[src/rtl/pattern_detector_pkg.sv]
// Shared types and helpers for the repeated-pattern detector.
package pattern_detector_pkg;

  localparam int unsigned PD_ARG_W = 32;

  typedef enum logic [1:0] {
    PD_IDLE  = 2'd0,
    PD_MATCH = 2'd1,
    PD_FOUND = 2'd2
  } pd_state_t;

  // Repeat target: a programmed count of zero still needs one full pattern.
  function automatic logic [PD_ARG_W-1:0] pd_target(input logic [PD_ARG_W-1:0] n);
    return (n == '0) ? PD_ARG_W'(1) : n;
  endfunction

endpackage

[src/rtl/pd_sym_select.sv]
// Selects the expected symbol sym[idx] from the pattern and compares the
// incoming symbol against it and against sym0 (used for resynchronisation).
module pd_sym_select #(
  parameter int unsigned SYM_W   = 8,
  parameter int unsigned PAT_LEN = 4,
  parameter int unsigned IDX_W   = 2
) (
  input  logic [PAT_LEN*SYM_W-1:0] pattern,
  input  logic [IDX_W-1:0]         idx,
  input  logic [SYM_W-1:0]         data_in,
  output logic                     idx_hit_c,
  output logic                     sym0_hit_c
);

  logic [SYM_W-1:0] exp_sym;

  // Mux out the symbol at the current index.
  always_comb begin
    exp_sym = pattern[SYM_W-1:0];
    for (int i = 0; i < int'(PAT_LEN); i++) begin
      if (idx == IDX_W'(i)) exp_sym = pattern[i*SYM_W +: SYM_W];
    end
  end

  assign idx_hit_c  = (data_in == exp_sym);
  assign sym0_hit_c = (data_in == pattern[SYM_W-1:0]);

endmodule

[src/rtl/pattern_detector_gen.sv]
// Detects N back-to-back repetitions of a programmable multi-symbol pattern.
module pattern_detector_gen
  import pattern_detector_pkg::*;
#(
  parameter int unsigned SYM_W   = 8,
  parameter int unsigned PAT_LEN = 4,
  parameter int unsigned CNT_W   = 8
) (
  input  logic                         clk,
  input  logic                         rst,
  input  logic                         clr,
  input  logic                         data_valid,
  input  logic [SYM_W-1:0]             data_in,
  input  logic [PAT_LEN*SYM_W-1:0]     pattern,
  input  logic [CNT_W-1:0]             n_repeats,
  output logic                         found_pulse,
  output logic                         found,
  output logic [CNT_W-1:0]             repeat_count,
  output logic [$clog2(PAT_LEN)-1:0]   sym_idx
);

  localparam int unsigned IDX_W  = $clog2(PAT_LEN);
  localparam int unsigned CNT1_W = CNT_W + 1;

  pd_state_t          state_q, state_d;
  logic [IDX_W-1:0]   idx_q, idx_d;
  logic [CNT_W-1:0]   cnt_q, cnt_d;
  logic               found_q, found_d;
  logic               pulse_q, pulse_d;

  logic               idx_hit_c;
  logic               sym0_hit_c;
  logic [CNT1_W-1:0]  cnt_inc;
  logic [CNT1_W-1:0]  target;
  logic [CNT_W-1:0]   cnt_sat;

  pd_sym_select #(
    .SYM_W   (SYM_W),
    .PAT_LEN (PAT_LEN),
    .IDX_W   (IDX_W)
  ) u_sel (
    .pattern    (pattern),
    .idx        (idx_q),
    .data_in    (data_in),
    .idx_hit_c  (idx_hit_c),
    .sym0_hit_c (sym0_hit_c)
  );

  // Repeat arithmetic at CNT_W+1 bits; the stored count saturates instead of wrapping.
  assign cnt_inc = CNT1_W'(cnt_q) + CNT1_W'(1);
  assign target  = CNT1_W'(pd_target(PD_ARG_W'(n_repeats)));
  assign cnt_sat = cnt_inc[CNT_W] ? {CNT_W{1'b1}} : cnt_inc[CNT_W-1:0];

  // State, index and count registers.
  always_ff @(posedge clk or posedge rst) begin
    if (rst) begin
      state_q <= PD_IDLE;
      idx_q   <= '0;
      cnt_q   <= '0;
      found_q <= 1'b0;
      pulse_q <= 1'b0;
    end else begin
      state_q <= state_d;
      idx_q   <= idx_d;
      cnt_q   <= cnt_d;
      found_q <= found_d;
      pulse_q <= pulse_d;
    end
  end

  // Next-state logic; clr wins over an accepted symbol, idle cycles hold everything.
  always_comb begin
    state_d = state_q;
    idx_d   = idx_q;
    cnt_d   = cnt_q;
    found_d = found_q;
    pulse_d = 1'b0;
    if (clr) begin
      state_d = PD_IDLE;
      idx_d   = '0;
      cnt_d   = '0;
      found_d = 1'b0;
    end else if (data_valid) begin
      case (state_q)
        PD_IDLE: begin
          if (sym0_hit_c) begin
            state_d = PD_MATCH;
            idx_d   = IDX_W'(1);
            cnt_d   = '0;
          end
        end
        PD_MATCH: begin
          if (idx_hit_c) begin
            if (idx_q == IDX_W'(PAT_LEN - 1)) begin
              idx_d = '0;
              cnt_d = cnt_sat;
              if (cnt_inc >= target) begin
                state_d = PD_FOUND;
                found_d = 1'b1;
                pulse_d = 1'b1;
              end
            end else begin
              idx_d = idx_q + IDX_W'(1);
            end
          end else begin
            cnt_d = '0;
            if (sym0_hit_c) begin
              idx_d = IDX_W'(1);
            end else begin
              state_d = PD_IDLE;
              idx_d   = '0;
            end
          end
        end
        PD_FOUND: begin
        end
        default: begin
          state_d = PD_IDLE;
          idx_d   = '0;
          cnt_d   = '0;
        end
      endcase
    end
  end

  assign found_pulse  = pulse_q;
  assign found        = found_q;
  assign repeat_count = cnt_q;
  assign sym_idx      = idx_q;

endmodule
[config.mk]
export PLATFORM = sky130hd
export DESIGN_NAME = pattern_detector_gen
export DESIGN_NICKNAME = d
export VERILOG_FILES = /design/src/rtl/pattern_detector_pkg.sv /design/src/rtl/pd_sym_select.sv /design/src/rtl/pattern_detector_gen.sv
export SDC_FILE = /design/constraint.sdc
export NUM_CORES = 1
export LEC_CHECK = 0
export BUFFER_PORTS_ARGS = -buffer_cell sky130_fd_sc_hd__buf_2
export CORE_ASPECT_RATIO = 0.75
export CORE_UTILIZATION = 51
export CTS_BUF_LIST = sky130_fd_sc_hd__clkbuf_4 sky130_fd_sc_hd__clkbuf_8
export CTS_CLUSTER_DIAMETER = 50
export DETAILED_ROUTE_END_ITERATION = 10
export PLACE_DENSITY_LB_ADDON = 0.08
export SETUP_SLACK_MARGIN = 0.5
export SLEW_MARGIN = 20
export SYNTH_ARGS = -nofsm -noshare
export SYNTH_HDL_FRONTEND = slang
export SYNTH_SLANG_ARGS = --single-unit
[constraint.sdc]
create_clock -name clk -period 3.4 [get_ports clk]
set_input_delay 0.34 -clock clk [delete_from_list [all_inputs] [get_ports clk]]
set_output_delay 0.34 -clock clk [all_outputs]
set_load 0.1 [all_outputs]
# [Word-level counts from Yosys, hierarchy flattened]
# Cells that the tools add are included.
[classes] magnitude_cmp=1 n_eq_ne=12 addsub=2 n_reduce_logical=11 muxes=37
[op_table] operator="two-way mux 8 bit" count=10
[op_table] operator="one-hot mux 8 bit (3 select lines)" count=1
[op_table] operator="two-way mux 2 bit" count=11
[op_table] operator="== test 8 bit" count=2
[op_table] operator="two-way mux 1 bit" count=13
[op_table] operator="inequality test 4 bit, second input constant" count=3
[op_table] operator="one-hot mux 2 bit (3 select lines)" count=2
[op_table] operator="nonzero test 2 bit" count=5
[op_table] operator="adder 8 x 1 -> 9 bit, second input constant" count=1
[op_table] operator=">= comparator 9 x 8 -> 1 bit" count=1
[op_table] operator="zero test 8 bit" count=1
[op_table] operator="== test 2 bit, second input constant" count=3
[op_table] operator="AND reduction 6 bit" count=1
[op_table] operator="AND reduction 5 bit" count=1
[op_table] operator="== test 2 x 1 -> 1 bit, second input constant" count=2
[op_table] operator="AND reduction 4 bit" count=1
[op_table] operator="inequality test 3 bit, second input constant" count=1
[op_table] operator="AND reduction 3 bit" count=1
[op_table] operator="adder 2 x 1 -> 2 bit, second input constant" count=1
[op_table] operator="zero test 2 bit" count=1
[op_table] operator="inequality test 2 bit, second input constant" count=1
[totals] out_inout_bits=12 reg_bits=14 inputBits=52 wordCells=68

# [Logic depth before layout (Yosys ltp)]
# Gate-level depths: netlist (run 1).
[depth] ltp_word=9 mapped_depth=11 depth_no_buf=11

# [Modules after synthesis]
# From an unflattened synthesis (run 1), not the netlist that was laid out.
[hier_totals] hier_cells=160 area_unflattened_um2=1508.9
[modules_own_cells] mod="pattern_detector_gen" seq_area_each_um2=350.3 cells_per_inst=128 n_inst=1 area_each_um2=1103.6
[modules_own_cells] mod="pd_sym_select" seq_area_each_um2=0.0 cells_per_inst=32 n_inst=1 area_each_um2=405.4

# [Worst setup path after synthesis (run 1)]
# OpenSTA, ideal clock, no wires.
[synth_path] path_kind="register to register" startpoint="register cnt_q[0] (netlist: repeat_count[0])" endpoint="register found_q (netlist: found)" synth_period_minus_slack_ns=3.184 t_arrival_ns=3.118 path_buffers=0 setup_time_ns=0.066 slack_ns=0.216 path_stages_with_launch=12 required_time_ns=3.334 cell_sequence="dfrtp_1 -> ha_1 -> and3_1 -> and3_1 -> xor2_1 -> ha_1 -> nand4_1 -> or3_1 -> a21boi_0 -> o31a_1 -> and3_1 -> a21o_1"
[synth_via] elab_chain_len=4
[synth_lines] element="from (decl)" line="pattern_detector_gen.sv:27" text="logic [CNT_W-1:0] cnt_q, cnt_d;"
[synth_lines] element="from (signal assigned)" line="pattern_detector_gen.sv:65" text="cnt_q <= cnt_d;"
[synth_lines] element="adder 8 x 1 -> 9 bit" line="pattern_detector_gen.sv:50" text="assign cnt_inc = CNT1_W'(cnt_q) + CNT1_W'(1);"
[synth_lines] element=">= comparator 9 x 8 -> 1 bit" line="pattern_detector_gen.sv:97" text="if (cnt_inc >= target) begin"
[synth_lines] element="nonzero test 2 bit (no source line)"
[synth_lines] element="AND reduction 5 bit (no source line)"
[synth_lines] element="to (signal assigned)" line="pattern_detector_gen.sv:66" text="found_q <= found_d;"
[synth_lines] element="to (decl)" line="pattern_detector_gen.sv:28" text="logic found_q, found_d;"
# No other way between the ends.
# A chain may end at the register's enable or synchronous reset.

# [Worst setup path in the final report (run 1)]
# Same ends and word-level chain as after synthesis.

==> flow_summary.json, run 1 <==
{
  "switching_share_pct": 29.4,
  "ir_drop_mv": 0.205,
  "multi_input_comb_area_um2": 1220,
  "cts_htree_levels": 1,
  "fillCellCount": 279,
  "clk_latency_ns": 0.25,
  "coreArea_um2": 3040,
  "synth_most_common_cell": "xnor2_1",
  "status": "complete, no violations",
  "finalCriticalPeriod_ns": 2.74,
  "routed_wl_um": 4050,
  "finalMaxSlewViolations": 0,
  "synth_edf_count": 0,
  "grt_max_degree": 17,
  "finalHoldViolCount": 0,
  "synth-seq-area-share_pct": 20.9,
  "rsz0062_at_grt": "false",
  "seq_area_um2": 355,
  "ys_top_cells_by_area": "dfrtp_1 (21%), xnor2_1 (17%), ha_1 (8.9%)",
  "drtPass1Iterations": 4,
  "report.final.setup_viol": 0,
  "die-area_um2": 3530,
  "worstMarginPinSlew_ns": 0.637,
  "ios": 64,
  "netlist_area_um2": 1680,
  "portBuffers": 63,
  "clk_pin_slew_ns": 0.06,
  "synth_seq_cells": 14,
  "drive_above_1_share_pct": 34.0,
  "rr_worst_depth": 11,
  "async_flop_share_pct": 100,
  "slew_headroom_pct": 57.5,
  "numCtsBuffers": 3,
  "clock_path_buffers": 2,
  "die_width_um": 68.3,
  "synthCells": 192,
  "areaGrowthSynthToFinish_pct": 21.6,
  "switching_power_mw": 0.143,
  "synth_fp_nets": 256,
  "cp.arrival_ns": 2.92,
  "drt_iter0_drc": 41,
  "grtUsageTotal_pct": 24.2,
  "fmax_ghz": 0.365,
  "yosysTopAreaCellShare_pct": 20.9,
  "worstSetupPathType": "register to register",
  "routabilityCongestion": 0.866,
  "drc_errors": 0,
  "grt_pass1_vias": 1357,
  "num_vias": 1580,
  "cts.sinks": 14,
  "intPower_mw": 0.343,
  "ys.flop_type": "dfrtp_1",
  "grt_pass1_wl_um": 6310,
  "antenna_cells": 0,
  "leakage_nw": 1.00,
  "fin_crit_sh_pct": 80.5,
  "p_seq_share_pct": 35.0,
  "clock_skew_ns": 0.00771,
  "synth_warnings": 0,
  "yosysUniqueCellTypes": 46,
  "end_kind": "register",
  "start_util_pct": 55.2,
  "hp-class": "primary input to async pin",
  "setup_tns_ns": 0,
  "comb_power_share_pct": 31.2,
  "dp_cells": 281,
  "fp.dieH_um": 51.7,
  "layout.cells.non_filler": 285,
  "root_buffer": "clkbuf_8",
  "critPathMaxFanout": 6,
  "drtAntennaViolNets": 0,
  "p_per_area_nw_per_um2": 238,
  "viasPerCell": 5.54,
  "cp.required_ns": 3.58,
  "worst_setup_path_start_kind": "register",
  "dp_hpwl_um": 3220,
  "synth.largest_area_cell": "dfrtp_1",
  "yosys-top-cells-count": "xnor2_1 (33), dfrtp_1 (14), a21oi_1 (13), inv_1 (13), ha_1 (12)",
  "hold_buffers": 0,
  "detail_route.wl_per_cell_um": 14.2,
  "antenna_found_initial": 0,
  "clkPwrFrac_pct": 33.8,
  "timing.max_cap.violations": 0,
  "cts_tree": "built",
  "rows": 17,
  "syn_avg_cell_area_um2": 8.75,
  "globalRouteOverflowTotal": 0,
  "nets": 312,
  "fin_total_pwr_mw": 0.485
}
-- repair_timing --
| action | in CTS | in global routing |
|---|---|---|
| pin swaps | 0 | 1 |
| gates resized for setup | 1 | 3 |
| cloned | 0 | 0 |
| setup endpoints to repair | 4 | 2 |
| setup buffers | 0 | 0 |
-- state kept, by name, indices dropped and copies added (netlist names) --
| register | count |
|---|---|
| sym_idx | 2 |
| repeat_count | 8 |
| state_q | 2 |
| found_pulse | 1 |
| found | 1 |
-- power groups by stage --
stage	sequential, mW	clock (mW)	combinational, mW
4_1_cts	0.170	0.167	0.152
6_report	0.170	0.164	0.151
3_3_place_gp	0.173	0	0.150
3_5_place_dp	0.173	0	0.151
5_1_grt	0.170	0.177	0.165
2_1_floorplan	0.181	0	0.0984
-- layer usage --
metal	vias up	part of all wire [%]	GRT usage, %
met1	722	53	37.5
met3	2	5.9	4.39
met2	61	41	34.3
met4	0	0.22	4.86
li1	795	-	-
met5	-	0	0
-- path summary, 6_finish.rpt --
check                                             from                     endpoint  slack [ns]
min                                                rst  repeat_count[4]$_DFFE_PP0P_        0.12
max reg2reg                repeat_count[0]$_DFFE_PP0P_            found$_DFFE_PP0P_        0.66
max in group asynchronous                          rst  repeat_count[0]$_DFFE_PP0P_        2.88
max                        repeat_count[0]$_DFFE_PP0P_            found$_DFFE_PP0P_        0.66
min reg2reg                          found$_DFFE_PP0P_            found$_DFFE_PP0P_        0.49
min in group clk                                   clr       state_q[0]$_DFFE_PP0P_        0.32
-- logic make-up after synthesis --
logic type | synth area share, %
fa+ha+maj | 8.94
buf+inv | 7.08
compound gates | 22.2
xor+xnor | 19.8
mux | 5.37
simple gates | 15.7
flops | 20.9
-- layout make-up --
cell class,count,area share (%)
inverters,13,2.39
flip-flops and latches,14,17.4
multi-input cells,153,59.7
clock buffers,4,2.70
well taps,38,2.33
repair buffers,63,15.4
-- metrics by stage --
step	util (%)	setup slack [ns]	cell area, um2	hold slack [ns]
floorplan	-	0.525	1680	0.229
global placement	65.0	0.492	1980	0.415
detailed placement	65.0	0.440	1980	0.409
CTS	66.9	0.616	2030	0.142
global route	67.1	0.550	2040	0.171
finish	67.1	0.663	2040	0.124
-- placed cells by master (no fill, tap or decap), types with 2 or more instances in the layout --
cell / n
a21o_1: 3
a21oi_1: 13
a22oi_1: 9
a22oi_2: 3
and3_1: 6
buf_2: 63
clkbuf_8: 4
dfrtp_1: 10
dfrtp_2: 4
ha_1: 11
inv_1: 13
mux2i_1: 9
nand2_1: 7
nand2b_1: 2
nand3_1: 7
nand4_1: 2
nor2_1: 10
nor4_1: 3
o21ai_0: 2
o21ai_1: 2
o22ai_1: 2
xnor2_1: 33
xor2_1: 5
-- critical path, cell delays in order, from the launching register on --
cell	delay, ns
dfrtp_2	0.44
ha_2	0.22
and3_1	0.23
and3_1	0.24
xor2_1	0.16
ha_1	0.30
nand4_1	0.06
or3_1	0.38
a21boi_1	0.14
o31a_1	0.22
and3_1	0.20
a21o_1	0.09
Note: power is estimated with default switching activity, not from simulation.
==> inputs of run 2 (changes only) <==
--- a/config.mk
+++ b/config.mk
@@ -7,7 +7,7 @@
 export LEC_CHECK = 0
 export BUFFER_PORTS_ARGS = -buffer_cell sky130_fd_sc_hd__buf_2
 export CORE_ASPECT_RATIO = 0.75
-export CORE_UTILIZATION = 51
+export CORE_UTILIZATION = 46
 export CTS_BUF_LIST = sky130_fd_sc_hd__clkbuf_4 sky130_fd_sc_hd__clkbuf_8
 export CTS_CLUSTER_DIAMETER = 50
 export DETAILED_ROUTE_END_ITERATION = 10
==> constraint.sdc (replaced) <==
create_clock -name clk -period 2.5 [get_ports clk]
set_input_delay 0.25 -clock clk [delete_from_list [all_inputs] [get_ports clk]]
set_output_delay 0.25 -clock clk [all_outputs]
set_load 0.1 [all_outputs]
==> flow_summary.json, run 2 (same netlist as run 1, synthesis figures left out) <==
{
  "grt_max_degree": 16,
  "ios": 64,
  "intPower_mw": 0.486,
  "portBuffers": 63,
  "drtPass1Iterations": 4,
  "reg2reg_slack_ns": -0.06,
  "worstSetupPathType": "register to register",
  "antenna_cells": 0,
  "critPathMaxFanout": 4,
  "fin_crit_sh_pct": 102,
  "setup_ws_ns": -0.0552,
  "root_buffer": "clkbuf_8",
  "cts.sinks": 14,
  "drtAntennaViolNets": 0,
  "routabilityCongestion": 0.792,
  "clkPwrFrac_pct": 32.1,
  "switching_power_mw": 0.212,
  "areaGrowthSynthToFinish_pct": 45.9,
  "crit_top_cell": "and3_4",
  "clk_pin_slew_ns": 0.06,
  "p_per_area_nw_per_um2": 285,
  "p_seq_share_pct": 33.6,
  "report.final.setup_viol": 1,
  "grt_pass1_wl_um": 6710,
  "largest_register_ffs": 8,
  "cp_num_buf_inv": 0,
  "status": "finished, violations left",
  "cp.arrival_ns": 2.74,
  "worstPathCellList": "ha_4 > and3_4 > and3_4 > xor2_1 > ha_1 > nand4_1 > or3_1 > a21boi_1 > o31a_1 > and3_4 > a21o_1",
  "rr_worst_depth": 11,
  "clock_path_buffers": 2,
  "globalRouteOverflowTotal": 0,
  "cp.required_ns": 2.69,
  "cts_htree_levels": 1,
  "comb_power_share_pct": 34.3,
  "grt_pass1_vias": 1499,
  "viasPerCell": 5.50,
  "violations": "setup timing",
  "switching_share_pct": 30.4,
  "worst_setup_path_start_kind": "register",
  "numCtsBuffers": 3,
  "slew_headroom_pct": 63.9,
  "antenna_found_initial": 0,
  "ir_drop_mv": 0.408,
  "finalCriticalPeriod_ns": 2.56,
  "num_vias": 1704,
  "drt_iter0_drc": 66,
  "detail_route.wl_per_cell_um": 14.3,
  "fin_total_pwr_mw": 0.698,
  "fp.dieH_um": 54.3,
  "finalMaxSlewViolations": 0,
  "cts_tree": "built",
  "die_width_um": 71.8,
  "hp-class": "primary input to async pin",
  "final_cell_mix": "buf_2 (63), xnor2_1 (32), buf_4 (20), a22oi_2 (12), inv_1 (11)",
  "reg2reg_to": "found$_DFFE_PP0P_",
  "die-area_um2": 3900,
  "clock_skew_ns": 0.00637,
  "start_util_pct": 49.7,
  "worstMarginPinSlew_ns": 0.541,
  "grtUsageTotal_pct": 22.4,
  "crit_slowest_cell": "dfrtp_4",
  "hold_ws_ns": 0.0311,
  "leakage_nw": 1.12,
  "timing.max_cap.violations": 0,
  "end_kind": "register",
  "drc_errors": 0,
  "r2r-start": "repeat_count[0]$_DFFE_PP0P_",
  "final_common_cell": "buf_2",
  "rsz0062_at_grt": "true",
  "critPathMaxStageDelay_ns": 0.50,
  "finalHoldViolCount": 0,
  "cp_top_family": "simple AND/OR/NAND/NOR gates",
  "critPathLaunch": "repeat_count[0]$_DFFE_PP0P_",
  "clk_latency_ns": 0.25,
  "fmax_ghz": 0.391,
  "routed_wl_um": 4420,
  "nets": 335,
  "coreArea_um2": 3380,
  "rows": 18,
  "drive_above_1_share_pct": 51.5,
  "dp_hpwl_um": 3350
}
-- run 2: worst max-delay path by stage --
stage / to / slack (ns) / cells past startpoint
global placement: found$_DFFE_PP0P_ / -0.03 / 11
CTS: found$_DFFE_PP0P_ / -0.04 / 11
global route: found$_DFFE_PP0P_ / -0.19 / 11
finish: found$_DFFE_PP0P_ / -0.06 / 11
detailed placement: found$_DFFE_PP0P_ / -0.09 / 11
floorplan: found$_DFFE_PP0P_ / -0.17 / 11
-- run 2: layout make-up --
type / instances / area, um2
multi-input combinational: 153 / 1410
fill: 286 / 928
timing repair buffer: 86 / 508
sequential: 14 / 373
clock buffer: 4 / 55.1
inverter: 13 / 53.8
tap: 40 / 50.0
-- run 2: stage by stage --
| step | cell area, um2 | setup slack [ns] | utilization [%] | std cells | TNS [ns] |
|---|---|---|---|---|---|
| 3_3_place_gp | 2220 | -0.0254 | 65.6 | 295 | -0.0254 |
| 5_1_grt | 2450 | -0.191 | 72.5 | 310 | -0.484 |
| 3_5_place_dp | 2220 | -0.0939 | 65.6 | 295 | -0.0939 |
| 6_report | 2450 | -0.0552 | 72.5 | 310 | -0.0552 |
| 4_1_cts | 2350 | -0.0381 | 69.6 | 304 | -0.0381 |
| 2_1_floorplan | 1820 | -0.168 | - | 192 | -0.308 |
-- run 2: power groups by stage --
stage / clock [mW] / sequential [mW] / combinational (mW)
finish: 0.224 / 0.234 / 0.239
global placement: 0 / 0.237 / 0.221
CTS: 0.229 / 0.234 / 0.229
floorplan: 0 / 0.248 / 0.145
global route: 0.236 / 0.234 / 0.262
detailed placement: 0 / 0.237 / 0.223
-- run 2: what timing repair did --
item	4_1_cts	5_1_grt
hold endpoints to repair	0	0
endpoints found under the setup margin	14	14
gates resized for setup	7	13
setup buffers	5	6
pin swaps	12	8
hold buffers	0	0
-- run 2: metal layers --
| metal | track usage, % | share of wire [%] | wire (um) | vias to the layer above |
|---|---|---|---|---|
| li1 | - | - | - | 845 |
| met1 | 33.2 | 49 | 2170 | 794 |
| met2 | 35.7 | 45 | 1980 | 65 |
| met3 | 3.68 | 6.2 | 275 | 0 |
| met4 | 1.96 | 0 | 0 | 0 |
| met5 | 0 | 0 | 0 | - |
==> inputs of run 3 (changes only) <==
--- a/config.mk
+++ b/config.mk
@@ -13,6 +13,7 @@
 export DETAILED_ROUTE_END_ITERATION = 10
 export PLACE_DENSITY_LB_ADDON = 0.08
 export SETUP_SLACK_MARGIN = 0.5
+export SKIP_LAST_GASP = 1
 export SLEW_MARGIN = 20
 export SYNTH_ARGS = -nofsm -noshare
 export SYNTH_HDL_FRONTEND = slang
==> flow_summary.json, run 3 (same netlist as run 1, synthesis figures left out) <==
{
  "root_buffer": "clkbuf_8",
  "fin_crit_sh_pct": 102,
  "finalHoldViolCount": 0,
  "worst_setup_path_start_kind": "register",
  "routabilityCongestion": 0.792,
  "worstMarginPinSlew_ns": 0.541,
  "rows": 18,
  "clock_skew_ns": 0.00640,
  "die-area_um2": 3900,
  "routed_wl_um": 4420,
  "coreArea_um2": 3380,
  "drtPass1Iterations": 4,
  "grtUsageTotal_pct": 22.4,
  "drt_iter0_drc": 65,
  "cts_htree_levels": 1,
  "finalMaxSlewViolations": 0,
  "start_util_pct": 49.7,
  "ios": 64,
  "fmax_ghz": 0.391,
  "num_vias": 1704,
  "grt_pass1_wl_um": 6710,
  "worstSetupPathType": "register to register",
  "critPathMaxStageDelay_ns": 0.50,
  "rsz0062_at_grt": "true",
  "hp-class": "primary input to async pin",
  "end_kind": "register",
  "layout.cells.non_filler": 310,
  "final_cell_mix": "buf_2 (63), xnor2_1 (32), buf_4 (20), a22oi_2 (12), inv_1 (11)",
  "detail_route.wl_per_cell_um": 14.3,
  "leakage_nw": 1.12,
  "hold_ws_ns": 0.0310,
  "crit_top_cell": "and3_4",
  "cts_tree": "built",
  "drc_errors": 0,
  "clock_path_buffers": 2,
  "die_width_um": 71.8,
  "clk_pin_slew_ns": 0.06,
  "setup_ws_ns": -0.0582,
  "worstPathCellList": "ha_4 > and3_4 > and3_4 > xor2_1 > ha_1 > nand4_1 > or3_1 > a21boi_1 > o31a_1 > and3_4 > a21o_1",
  "slew_headroom_pct": 63.9,
  "areaGrowthSynthToFinish_pct": 45.9,
  "timing.max_cap.violations": 0,
  "largest_register_ffs": 8,
  "viasPerCell": 5.50,
  "status": "finished, violations left",
  "cp.arrival_ns": 2.75,
  "cp.required_ns": 2.69,
  "drtAntennaViolNets": 0,
  "crit_slowest_cell": "dfrtp_4",
  "critPathMaxFanout": 4,
  "portBuffers": 63,
  "finalCriticalPeriod_ns": 2.56,
  "globalRouteOverflowTotal": 0,
  "hold_buffers": 0,
  "fp.dieH_um": 54.3,
  "setup_tns_ns": -0.0582,
  "grt_pass1_vias": 1499,
  "nets": 335,
  "numCtsBuffers": 3,
  "antenna_cells": 0,
  "fillCellCount": 286,
  "dpl_cell_area_um2": 2220,
  "antenna_found_initial": 0,
  "cts.sinks": 14,
  "final_area_um2": 2450,
  "final_common_cell": "buf_2",
  "ir_drop_mv": 0.408,
  "multi_input_comb_area_um2": 1410,
  "p_per_area_nw_per_um2": 285,
  "grt_max_degree": 16,
  "drive_above_1_share_pct": 51.5,
  "dp_hpwl_um": 3350,
  "seq_area_um2": 373,
  "report.final.setup_viol": 1,
  "clk_latency_ns": 0.25,
  "dp_slack_ns": -0.0939,
  "violations": "setup timing",
  "dp_cells": 295
}
-- run 3: layout make-up --
| class | instances | area share, % |
|---|---|---|
| inverters | 13 | 2.20 |
| flip-flops and latches | 14 | 15.2 |
| clock buffers | 4 | 2.25 |
| repair buffers | 86 | 20.7 |
| well taps | 40 | 2.04 |
| multi-input cells | 153 | 57.6 |
-- run 3: worst max-delay path, delay by kind of cell (launching register included) --
| family | cells | cell delay, ns |
|---|---|---|
| AO/OA/AOI/OAI | 3 | 0.44 |
| flip-flops | 1 | 0.50 |
| AND/OR/NAND/NOR | 5 | 0.96 |
| XOR/XNOR | 1 | 0.13 |
| adder cells (fa/ha/maj) | 2 | 0.47 |
-- run 3: final timing paths --
kind / slack (ns) / start / depth (start not counted) / end
setup / recovery: -0.06 / repeat_count[0]$_DFFE_PP0P_ / 11 / found$_DFFE_PP0P_
hold / removal: 0.03 / rst / 2 / state_q[1]$_DFFE_PP0P_
setup reg to reg: -0.06 / repeat_count[0]$_DFFE_PP0P_ / 11 / found$_DFFE_PP0P_
hold reg to reg: 0.48 / found$_DFFE_PP0P_ / 1 / found$_DFFE_PP0P_
max in group asynchronous: 2.06 / rst / 2 / repeat_count[0]$_DFFE_PP0P_
min in group clk: 0.23 / clr / 2 / state_q[0]$_DFFE_PP0P_
-- run 3: power by group --
group	internal (mW)	total, mW	switching (mW)	leakage, nW
Combinational	0.117	0.239	0.122	0.915
Clock	0.140	0.224	0.0845	0.0288
Sequential	0.229	0.234	0.00523	0.180
-- run 3: per-layer routing --
layer	share of wire (%)	up-vias	wire length [um]	global-route usage, %
li1	-	846	-	-
met1	49	792	2170	33.2
met5	0	-	0	0
met3	6.4	0	284	3.68
met4	0	0	0	1.96
met2	44	66	1970	35.7
-- run 3: per-stage QoR --
stage,utilization [%],power [mW]
after global routing,72.5,0.732
final,72.5,0.698
after detailed placement,65.6,0.461
after global placement,65.6,0.458
after floorplan,-,0.393
after CTS,69.5,0.691
-- run 3: timing repair --
| action | in CTS | in global routing |
|---|---|---|
| resized for setup | 6 | 14 |
| pin swaps | 12 | 10 |
| buffers inserted | 5 | 6 |
| gates cloned | 0 | 0 |
| setup endpoints to repair | 14 | 14 |
